$ cat config.mk
export PLATFORM = sky130hd
export DESIGN_NAME = cache_fill_ctrl_flat
export DESIGN_NICKNAME = d
export VERILOG_FILES = /design/src/rtl/cache_fill_if.sv /design/src/rtl/cache_fill_ctrl.sv /design/src/flat_wrapper.sv
export SDC_FILE = /design/constraint.sdc
export NUM_CORES = 1
export LEC_CHECK = 0
export ABC_AREA = 1
export BUFFER_PORTS_ARGS = -buffer_cell sky130_fd_sc_hd__buf_4
export CORE_MARGIN = 2
export CORE_UTILIZATION = 38
export DETAILED_ROUTE_END_ITERATION = 8
export GPL_ROUTABILITY_DRIVEN = 0
export GPL_TIMING_DRIVEN = 0
export PLACE_DENSITY = 0.78
export SLEW_MARGIN = 20
export SYNTH_ARGS = -nofsm -noshare
export SYNTH_HDL_FRONTEND = slang
export SYNTH_SLANG_ARGS = --single-unit
$ cat constraint.sdc
create_clock -name clk -period 1.7 [get_ports clk]
set_clock_uncertainty 0.2 [all_clocks]
set_input_delay 0.085 -clock clk [delete_from_list [all_inputs] [get_ports clk]]
set_output_delay 0.085 -clock clk [all_outputs]
set_load 0.02 [all_outputs]
$ cat src/rtl/cache_fill_if.sv
// Bundles the miss-request, memory-return and data/tag-array write signals of the fill sequencer.
// master: the fill controller; slave: the surrounding cache and memory logic.
interface cache_fill_if;
  logic        miss_detected;
  logic [15:0] miss_addr;
  logic [1:0]  miss_way;
  logic        mem_data_valid;
  logic [15:0] mem_data_in;
  logic        mem_en;
  logic [15:0] mem_addr;
  logic        fsm_busy;
  logic        write_data_array;
  logic [31:0] data_block_en_0;
  logic [31:0] data_block_en_1;
  logic [31:0] data_block_en_2;
  logic [31:0] data_block_en_3;
  logic [7:0]  data_word_en;
  logic [15:0] data_out;
  logic        write_tag_array;
  logic        fill_done;
  logic        fill_error;

  modport master (
    input  miss_detected, miss_addr, miss_way, mem_data_valid, mem_data_in,
    output mem_en, mem_addr, fsm_busy, write_data_array,
    output data_block_en_0, data_block_en_1, data_block_en_2, data_block_en_3,
    output data_word_en, data_out, write_tag_array, fill_done, fill_error
  );

  modport slave (
    output miss_detected, miss_addr, miss_way, mem_data_valid, mem_data_in,
    input  mem_en, mem_addr, fsm_busy, write_data_array,
    input  data_block_en_0, data_block_en_1, data_block_en_2, data_block_en_3,
    input  data_word_en, data_out, write_tag_array, fill_done, fill_error
  );
endinterface

$ cat src/rtl/cache_fill_ctrl.sv
// Miss-fill sequencer: requests the 8 words of a missing block and writes returns into the victim way.
// Define CRITICAL_WORD_FIRST_EN to start the fill at the missed word and wrap modulo 8.
module cache_fill_ctrl #(
  parameter int unsigned FILL_TIMEOUT = 64
) (
  input logic          clk,
  input logic          rst,
  cache_fill_if.master bus
);

  localparam int unsigned TmoW = $clog2(FILL_TIMEOUT) + 1;

  typedef enum logic {StIdle, StFill} state_e;

  state_e            state_q, state_d;
  logic [6:0]        tag_q, tag_d;
  logic [4:0]        set_q, set_d;
  logic [2:0]        start_q, start_d;
  logic [1:0]        way_q, way_d;
  logic [2:0]        req_cnt_q, req_cnt_d;
  logic [2:0]        ret_cnt_q, ret_cnt_d;
  logic              req_done_q, req_done_d;
  logic [TmoW-1:0]   tmo_cnt_q, tmo_cnt_d;

  logic [2:0]        req_word, ret_word;
  logic [31:0]       blk_en;
  logic              timeout;
  logic              unused_addr;

`ifdef CRITICAL_WORD_FIRST_EN
  assign start_d     = bus.miss_detected && (state_q == StIdle) ? bus.miss_addr[3:1] : start_q;
  assign unused_addr = bus.miss_addr[0];
`else
  assign start_d     = 3'd0;
  assign unused_addr = ^bus.miss_addr[3:0];
`endif

  assign req_word = start_q + req_cnt_q;
  assign ret_word = start_q + ret_cnt_q;
  assign timeout  = (state_q == StFill) && (tmo_cnt_q == TmoW'(FILL_TIMEOUT - 1));

  always_ff @(posedge clk) begin
    if (rst) begin
      state_q    <= StIdle;
      tag_q      <= '0;
      set_q      <= '0;
      start_q    <= '0;
      way_q      <= '0;
      req_cnt_q  <= '0;
      ret_cnt_q  <= '0;
      req_done_q <= 1'b0;
      tmo_cnt_q  <= '0;
    end else begin
      state_q    <= state_d;
      tag_q      <= tag_d;
      set_q      <= set_d;
      start_q    <= start_d;
      way_q      <= way_d;
      req_cnt_q  <= req_cnt_d;
      ret_cnt_q  <= ret_cnt_d;
      req_done_q <= req_done_d;
      tmo_cnt_q  <= tmo_cnt_d;
    end
  end

  always_comb begin
    state_d              = state_q;
    tag_d                = tag_q;
    set_d                = set_q;
    way_d                = way_q;
    req_cnt_d            = req_cnt_q;
    ret_cnt_d            = ret_cnt_q;
    req_done_d           = req_done_q;
    tmo_cnt_d            = tmo_cnt_q;
    bus.mem_en           = 1'b0;
    bus.mem_addr         = '0;
    bus.fsm_busy         = 1'b0;
    bus.write_data_array = 1'b0;
    bus.data_word_en     = '0;
    bus.data_out         = '0;
    bus.write_tag_array  = 1'b0;
    bus.fill_done        = 1'b0;
    bus.fill_error       = 1'b0;
    blk_en               = '0;

    unique case (state_q)
      StIdle: begin
        if (bus.miss_detected) begin
          state_d    = StFill;
          tag_d      = bus.miss_addr[15:9];
          set_d      = bus.miss_addr[8:4];
          way_d      = bus.miss_way;
          req_cnt_d  = '0;
          ret_cnt_d  = '0;
          req_done_d = 1'b0;
          tmo_cnt_d  = '0;
        end
      end
      StFill: begin
        bus.fsm_busy = 1'b1;
        tmo_cnt_d    = tmo_cnt_q + 1'b1;
        // req_cnt wraps after the eighth request; req_done stops further issue.
        if (!req_done_q) begin
          bus.mem_en   = 1'b1;
          bus.mem_addr = {tag_q, set_q, req_word, 1'b0};
          req_cnt_d    = req_cnt_q + 1'b1;
          req_done_d   = (req_cnt_q == 3'd7);
        end
        if (bus.mem_data_valid) begin
          bus.write_data_array = 1'b1;
          bus.data_word_en     = 8'b1 << ret_word;
          bus.data_out         = bus.mem_data_in;
          blk_en               = 32'b1 << set_q;
          ret_cnt_d            = ret_cnt_q + 1'b1;
          if ((ret_cnt_q == 3'd7) && !timeout) begin
            bus.write_tag_array = 1'b1;
            bus.fill_done       = 1'b1;
            state_d             = StIdle;
          end
        end
        // A word landing on the timeout cycle is written but never committed.
        if (timeout) begin
          bus.fill_error = 1'b1;
          state_d        = StIdle;
        end
      end
      default: state_d = StIdle;
    endcase
  end

  assign bus.data_block_en_0 = (way_q == 2'd0) ? blk_en : '0;
  assign bus.data_block_en_1 = (way_q == 2'd1) ? blk_en : '0;
  assign bus.data_block_en_2 = (way_q == 2'd2) ? blk_en : '0;
  assign bus.data_block_en_3 = (way_q == 2'd3) ? blk_en : '0;

endmodule

$ cat src/flat_wrapper.sv
// flat-port wrapper written by rule: the top's interface ports become plain ports
module cache_fill_ctrl_flat 
#(
  parameter int unsigned FILL_TIMEOUT = 64
)
  (clk, rst, bus_miss_detected, bus_miss_addr, bus_miss_way, bus_mem_data_valid, bus_mem_data_in, bus_mem_en, bus_mem_addr, bus_fsm_busy, bus_write_data_array, bus_data_block_en_0, bus_data_block_en_1, bus_data_block_en_2, bus_data_block_en_3, bus_data_word_en, bus_data_out, bus_write_tag_array, bus_fill_done, bus_fill_error);
  cache_fill_if bus_i ();
  input logic clk;
  input logic rst;
  input wire logic [$bits(bus_i.miss_detected)-1:0] bus_miss_detected;
  input wire logic [$bits(bus_i.miss_addr)-1:0] bus_miss_addr;
  input wire logic [$bits(bus_i.miss_way)-1:0] bus_miss_way;
  input wire logic [$bits(bus_i.mem_data_valid)-1:0] bus_mem_data_valid;
  input wire logic [$bits(bus_i.mem_data_in)-1:0] bus_mem_data_in;
  output wire logic [$bits(bus_i.mem_en)-1:0] bus_mem_en;
  output wire logic [$bits(bus_i.mem_addr)-1:0] bus_mem_addr;
  output wire logic [$bits(bus_i.fsm_busy)-1:0] bus_fsm_busy;
  output wire logic [$bits(bus_i.write_data_array)-1:0] bus_write_data_array;
  output wire logic [$bits(bus_i.data_block_en_0)-1:0] bus_data_block_en_0;
  output wire logic [$bits(bus_i.data_block_en_1)-1:0] bus_data_block_en_1;
  output wire logic [$bits(bus_i.data_block_en_2)-1:0] bus_data_block_en_2;
  output wire logic [$bits(bus_i.data_block_en_3)-1:0] bus_data_block_en_3;
  output wire logic [$bits(bus_i.data_word_en)-1:0] bus_data_word_en;
  output wire logic [$bits(bus_i.data_out)-1:0] bus_data_out;
  output wire logic [$bits(bus_i.write_tag_array)-1:0] bus_write_tag_array;
  output wire logic [$bits(bus_i.fill_done)-1:0] bus_fill_done;
  output wire logic [$bits(bus_i.fill_error)-1:0] bus_fill_error;
  assign bus_i.miss_detected = bus_miss_detected;
  assign bus_i.miss_addr = bus_miss_addr;
  assign bus_i.miss_way = bus_miss_way;
  assign bus_i.mem_data_valid = bus_mem_data_valid;
  assign bus_i.mem_data_in = bus_mem_data_in;
  assign bus_mem_en = bus_i.mem_en;
  assign bus_mem_addr = bus_i.mem_addr;
  assign bus_fsm_busy = bus_i.fsm_busy;
  assign bus_write_data_array = bus_i.write_data_array;
  assign bus_data_block_en_0 = bus_i.data_block_en_0;
  assign bus_data_block_en_1 = bus_i.data_block_en_1;
  assign bus_data_block_en_2 = bus_i.data_block_en_2;
  assign bus_data_block_en_3 = bus_i.data_block_en_3;
  assign bus_data_word_en = bus_i.data_word_en;
  assign bus_data_out = bus_i.data_out;
  assign bus_write_tag_array = bus_i.write_tag_array;
  assign bus_fill_done = bus_i.fill_done;
  assign bus_fill_error = bus_i.fill_error;
  cache_fill_ctrl #(.FILL_TIMEOUT(FILL_TIMEOUT)) u_core (.clk(clk), .rst(rst), .bus(bus_i));
endmodule
==> impl_metrics.csv, run 1 <==
group,metric,value,unit
outcome,tool.error,"[ERROR DPL-0038] Utilization greater than 100%, impossible to legalize",
synthesis,synth_top_cell_area_share,0.2452,
outcome,haltStage,"5_1_grt",
global_routing,grt_max_degree,11,
clock_tree,cts_buffers,5,
clock_tree,cts_max_path_buffers,2,
floorplan,die_h,83.28,um
synthesis,yosys.area.top_type,"nor2_1",
synthesis,yosys_warnings,0,
floorplan,io_pins,212,
place,io_buffers,205,
place,post_dp_cell_area,4026,um2
clock_tree,clock_tree.root_cell,"clkbuf_8",
floorplan,rows,28,
clock_tree,cts.sink_count,29,
outcome,status,"stopped before the end",
synthesis,synth_seq_cells,29,
synthesis,syn_avg_cell_area,5.504,um2
synthesis,synth-seq-area-share,0.2431,
place,place_hpwl,8.089,mm
floorplan,fp.dieW,83.28,um
synthesis,synth_nets,481,
clock_tree,h-tree-depth,2,
floorplan,start_util,0.3987,
synthesis,netlist_area,2389,um2
timing,worst_path_end_type,"output port",
synthesis,netlist_instances,434,
synthesis,yosys-top-cells-area,"nor2_1, dfxtp_1, inv_1",
timing,crit_endpoint,"bus_data_block_en_2[24]",
synthesis,netlist-cell-type-count,23,
[kinds of logic after synthesis]
| group | after synthesis | synth area share |
|---|---|---|
| AND/OR/NAND/NOR | 263 | 0.4578 |
| adder cells (fa/ha/maj) | 9 | 0.04715 |
| flip-flops | 29 | 0.2431 |
| other | 1 | 0.001570 |
| buffers and inverters | 86 | 0.1540 |
| AO/OA/AOI/OAI | 46 | 0.09639 |
[cells in the mapped netlist]
cell / count
o21ai_0: 21
dfxtp_1: 29
nand2_4: 1
a21oi_1: 25
or2_2: 1
buf_6: 2
buf_4: 6
conb_1: 1
nand3_1: 13
nand2_1: 49
clkbuf_1: 5
ha_1: 9
nor2_4: 2
buf_1: 10
inv_2: 5
nor3_1: 36
inv_1: 52
clkbuf_2: 1
buf_2: 5
nor3b_1: 1
nor2_1: 156
nand4_2: 1
nand4_1: 3
[through the flow]
step | worst slack [ps] | std cells
after floorplan | -115.7 | 434
after global placement | 34.20 | 714
after detailed placement | 22.14 | 714
after CTS | -151.2 | 764
[what timing repair did]
item / in CTS
setup endpoints to repair: 164
resized for setup: 186
buffers inserted: 20
hold buffers: 17
pin swaps: 47
endpoints found under the hold margin: 22
gates cloned: 5
==> inputs of run 2 (changes only) <==
--- a/config.mk
+++ b/config.mk
@@ -8,11 +8,11 @@
 export ABC_AREA = 1
 export BUFFER_PORTS_ARGS = -buffer_cell sky130_fd_sc_hd__buf_4
 export CORE_MARGIN = 2
-export CORE_UTILIZATION = 38
+export CORE_UTILIZATION = 35
 export DETAILED_ROUTE_END_ITERATION = 8
 export GPL_ROUTABILITY_DRIVEN = 0
 export GPL_TIMING_DRIVEN = 0
-export PLACE_DENSITY = 0.78
+export PLACE_DENSITY_LB_ADDON = 0.15
 export SLEW_MARGIN = 20
 export SYNTH_ARGS = -nofsm -noshare
 export SYNTH_HDL_FRONTEND = slang
==> impl_metrics.csv, run 2 <==
group,metric,value,unit
clock_tree,h-tree-depth,2,
power,seq_power_share,0.320,
final_layout,largestRegisters,"u_core.tag_q: 7 flops, u_core.tmo_cnt_q: 7 flops, u_core.set_q: 5 flops",
clock_tree,clock_tree.root_cell,"clkbuf_8",
power,leakagePower,2.888,nW
clock_tree,cts_max_path_buffers,2,
routing,dr.pass1.iters,5,
power,internal_power,1.453,mW
timing,fmax,484.9,MHz
power,ir_drop,0.5157,mV
power,p_comb_frac,0.439,
global_routing,grt_use_total,0.3006,
synthesis,async_flop_share,0,
global_routing,grt_max_degree,11,
synthesis,synth-seq-area-share,0.2431,
floorplan,fp.dieW,86.61,um
global_routing,grt_pass1_wl,18.44,mm
worst_hold_path,hold_path.startpoint,"bus_mem_data_valid",
synthesis,syn_avg_cell_area,5.504,um2
timing,rsz0062_at_grt,"yes",
synthesis,yosysMostFrequentCell,"nor2_1",
timing,hold_slack,282.4,ps
final_layout,nNetsFinal,752,
worst_setup_path,cp-start-kind,"flop",
global_routing,grt.overflow.total,0,
timing,period_share,1.213,
synthesis,netlist-cell-type-count,23,
outcome,status,"finished with violations",
synthesis,netlist_area,2389,um2
outcome,violations,"setup timing",
routing,wl_per_cell,22.92,um
routing,vias_per_cell,5.971,
final_layout,area_growth,164.7,%
floorplan,die_area,7501,um2
synthesis,yosys_warnings,0,
place,place_hpwl,7.792,mm
timing,period_needed,2062,ps
clock_tree,worstSkewPairLatency,280,ps
timing,hold_violations,0,
timing,slew_violations,0,
final_layout,drive_above_1_share,0.6695,
worst_setup_path,crit_path_end_kind,"output pin",
clock_tree,cts.sink_count,29,
worst_setup_path,worstSetupPathType,"flop to output pin",
synthesis,netlist_instances,434,
routing,ant_nets,0,
worst_setup_path,startpoint,"u_core.way_q[0]",
synthesis,synthFlopType,"dfxtp_1",
final_layout,n_antenna_cell,0,
worst_setup_path,worstPathArrival,1780,ps
synthesis,synth_seq_cells,29,
floorplan,die_h,86.61,um
floorplan,core,6681,um2
clock_tree,tritoncts,"done",
final_layout,layout_common_cells,"buf_4, buf_6, nor2_1",
global_routing,antenna_found_initial,0,
timing,layout_setup_ws,-362.5,ps
clock_tree,cts_buffers,5,
synthesis,yosys.area.top_type,"nor2_1",
synthesis,synthTopCellsByCount,"nor2_1, inv_1, nand2_1",
timing,setup_viol,152,
worst_setup_path,worst-path-max-fanout,10,
place,io_buffers,205,
power,pwr-share-clk,0.241,
worst_setup_path,r2r_start,"u_core.state_q",
synthesis,synth_edf_count,0,
worst_setup_path,required,1410,ps
synthesis,synth_top_cell_area_share,0.2452,
floorplan,rows,30,
synthesis,yosys-top-cells-area,"nor2_1, dfxtp_1, inv_1",
power,switching_share,0.3980,
power,power_density,381.7,nW/um2
floorplan,io_pins,212,
clock_tree,path_clk_slew,60,ps
routing,num_vias,4687,
synthesis,synth_nets,481,
power,net-switching-power,0.9603,mW
routing,wl,17.99,mm
routing,drtIter0Drc,453,
routing,drc,0,
final_layout,post-route-util,0.9463,
final_layout,layout_commonest_cell,"buf_4",
global_routing,grt_pass1_vias,3739,
floorplan,start_util,0.3575,
worst_hold_path,hp-class,"input pin to flop",
run,maxCapViolCount,0,
## run 2: cell counts after synthesis
Identical to the previous run, type by type.
## run 2: metrics by stage
stage	cell area, um2	std cells	power (mW)	worst slack [ps]	TNS (ps)
CTS	5119	772	2.064	-155.8	-11940
global route	6322	785	2.473	-424.2	-24630
global placement	4033	719	1.273	36.36	0
finish	6322	785	2.413	-362.5	-20100
detailed placement	4033	719	1.280	-1.334	-1.334
floorplan	2394	434	1.079	-115.7	-2382
## run 2: cell type report
type / count / area [um2]
Buffer: 27 / 280.3
Fill cell: 175 / 359.1
Clock buffer: 7 / 86.33
Tap cell: 80 / 100.1
Multi-Input combinational cell: 319 / 2499
Inverter: 57 / 244.0
Timing Repair Buffer: 266 / 2505
Sequential cell: 29 / 608.1
## run 2: path summary, 6_finish.rpt
path                                           endpoint  slack, ps  depth (start not counted)
worst min-delay path                u_core.ret_cnt_q[1]        280                          6
worst max register to register          u_core.tag_q[4]        -80                          7
worst max-delay path            bus_data_block_en_2[16]       -360                          5
worst min register to register          u_core.tag_q[6]        280                          2
## run 2: kinds of logic (layout without fill, tap and decap cells)
family	count (synthesis)	after routing	share of synthesized area
flops	29	29	0.2431
fa+ha+maj	9	9	0.04715
buf+inv	86	357	0.1540
simple gates	263	263	0.4578
other cells	1	1	0.001570
compound gates	46	46	0.09639
## run 2: worst max-delay path, stage by stage, from the launching register on
cell	delay (ps)
dfxtp_1	360
inv_1	170
nand2_2	180
buf_6	210
nor3_1	360
buf_4	220
## run 2: power by group through the flow
stage	clock, mW	combinational, mW	sequential, mW
floorplan	0	0.324	0.755
global placement	0	0.516	0.757
detailed placement	0	0.522	0.758
CTS	0.570	0.744	0.751
global route	0.602	1.09	0.776
finish	0.582	1.06	0.773
## run 2: metal layers
layer	part of all wire	track usage
met5	0	0
met4	0.073	0.1122
met3	0.10	0.04857
met2	0.49	0.5399
met1	0.33	0.3575
## run 2: timing repair
item,4_1_cts,5_1_grt
pin swaps,28,32
setup endpoints to repair,161,180
resized for setup,172,284
buffers inserted,27,11
hold endpoints to repair,21,0
hold buffers,17,0
cloned,2,4
(Power assumes the default switching activity.)
==> inputs of run 3 (changes only) <==
--- a/config.mk
+++ b/config.mk
@@ -8,7 +8,7 @@
 export ABC_AREA = 1
 export BUFFER_PORTS_ARGS = -buffer_cell sky130_fd_sc_hd__buf_4
 export CORE_MARGIN = 2
-export CORE_UTILIZATION = 35
+export CORE_UTILIZATION = 38
 export DETAILED_ROUTE_END_ITERATION = 8
 export GPL_ROUTABILITY_DRIVEN = 0
 export GPL_TIMING_DRIVEN = 0
==> impl_metrics.csv, run 3 <==
group,metric,value,unit
synthesis,syn_avg_cell_area,5.504,um2
synthesis,synth_seq_cells,29,
synthesis,yosysMostFrequentCell,"nor2_1",
synthesis,synth_top_cell_area_share,0.2452,
synthesis,netlist_area,2389,um2
synthesis,yosys.area.top_type,"nor2_1",
place,place_hpwl,7.986,mm
clock_tree,cts_max_path_buffers,2,
global_routing,grt.overflow.total,158,
outcome,haltStage,"5_1_grt",
clock_tree,cts.sink_count,29,
timing,crit_endpoint,"bus_data_block_en_2[16]",
synthesis,yosys-top-cells-area,"nor2_1, dfxtp_1, inv_1",
global_routing,grt_max_degree,11,
synthesis,async_flop_share,0,
synthesis,synthFlopType,"dfxtp_1",
synthesis,synthTopCellsByCount,"nor2_1, inv_1, nand2_1",
place,dp.cells,714,
global_routing,grt_use_total,0.7891,
floorplan,die_h,83.28,um
floorplan,fp.dieW,83.28,um
synthesis,netlist-cell-type-count,23,
outcome,tool.error,"[ERROR GRT-0232] Routing congestion too high. Check the congestion heatmap in the GUI.",
outcome,status,"stopped before the end",
floorplan,start_util,0.3987,
clock_tree,h-tree-depth,2,
timing,worst_path_end_type,"output port",
clock_tree,clock_tree.root_cell,"clkbuf_8",
floorplan,io_pins,212,
clock_tree,cts_buffers,5,
place,post_dp_cell_area,4026,um2
synthesis,netlist_instances,434,
synthesis,synth-seq-area-share,0.2431,
floorplan,rows,28,
synthesis,synth_edf_count,0,
synthesis,synth_nets,481,
place,io_buffers,205,
synthesis,yosys_warnings,0,
## run 3: cell counts after synthesis
No cell type changed its count.
## run 3: cells by family after synthesis
family | after synthesis | synth area share
adders and majority gates | 9 | 0.04715
other | 1 | 0.001570
buffers and inverters | 86 | 0.1540
and+or+nand+nor | 263 | 0.4578
AOI/OAI and AO/OA | 46 | 0.09639
DFF | 29 | 0.2431
## run 3: through the flow
step | TNS [ps] | setup WS, ps
2_1_floorplan | -2382 | -115.7
3_5_place_dp | 0 | 40.55
4_1_cts | -11910 | -135.7
3_3_place_gp | 0 | 75.00
## run 3: timing repair
item,4_1_cts
pin swaps,28
gates cloned,3
hold buffers,17
gates resized for setup,110
buffers inserted,16
endpoints found under the hold margin,21
setup endpoints to repair,164
## run 3: routing by layer
metal | global-route usage | GRT overflow
met1 | 0.7520 | 1
met2 | 1.024 | 99
met3 | 0.5199 | 2
met4 | 0.9568 | 56
met5 | 0.02273 | 0
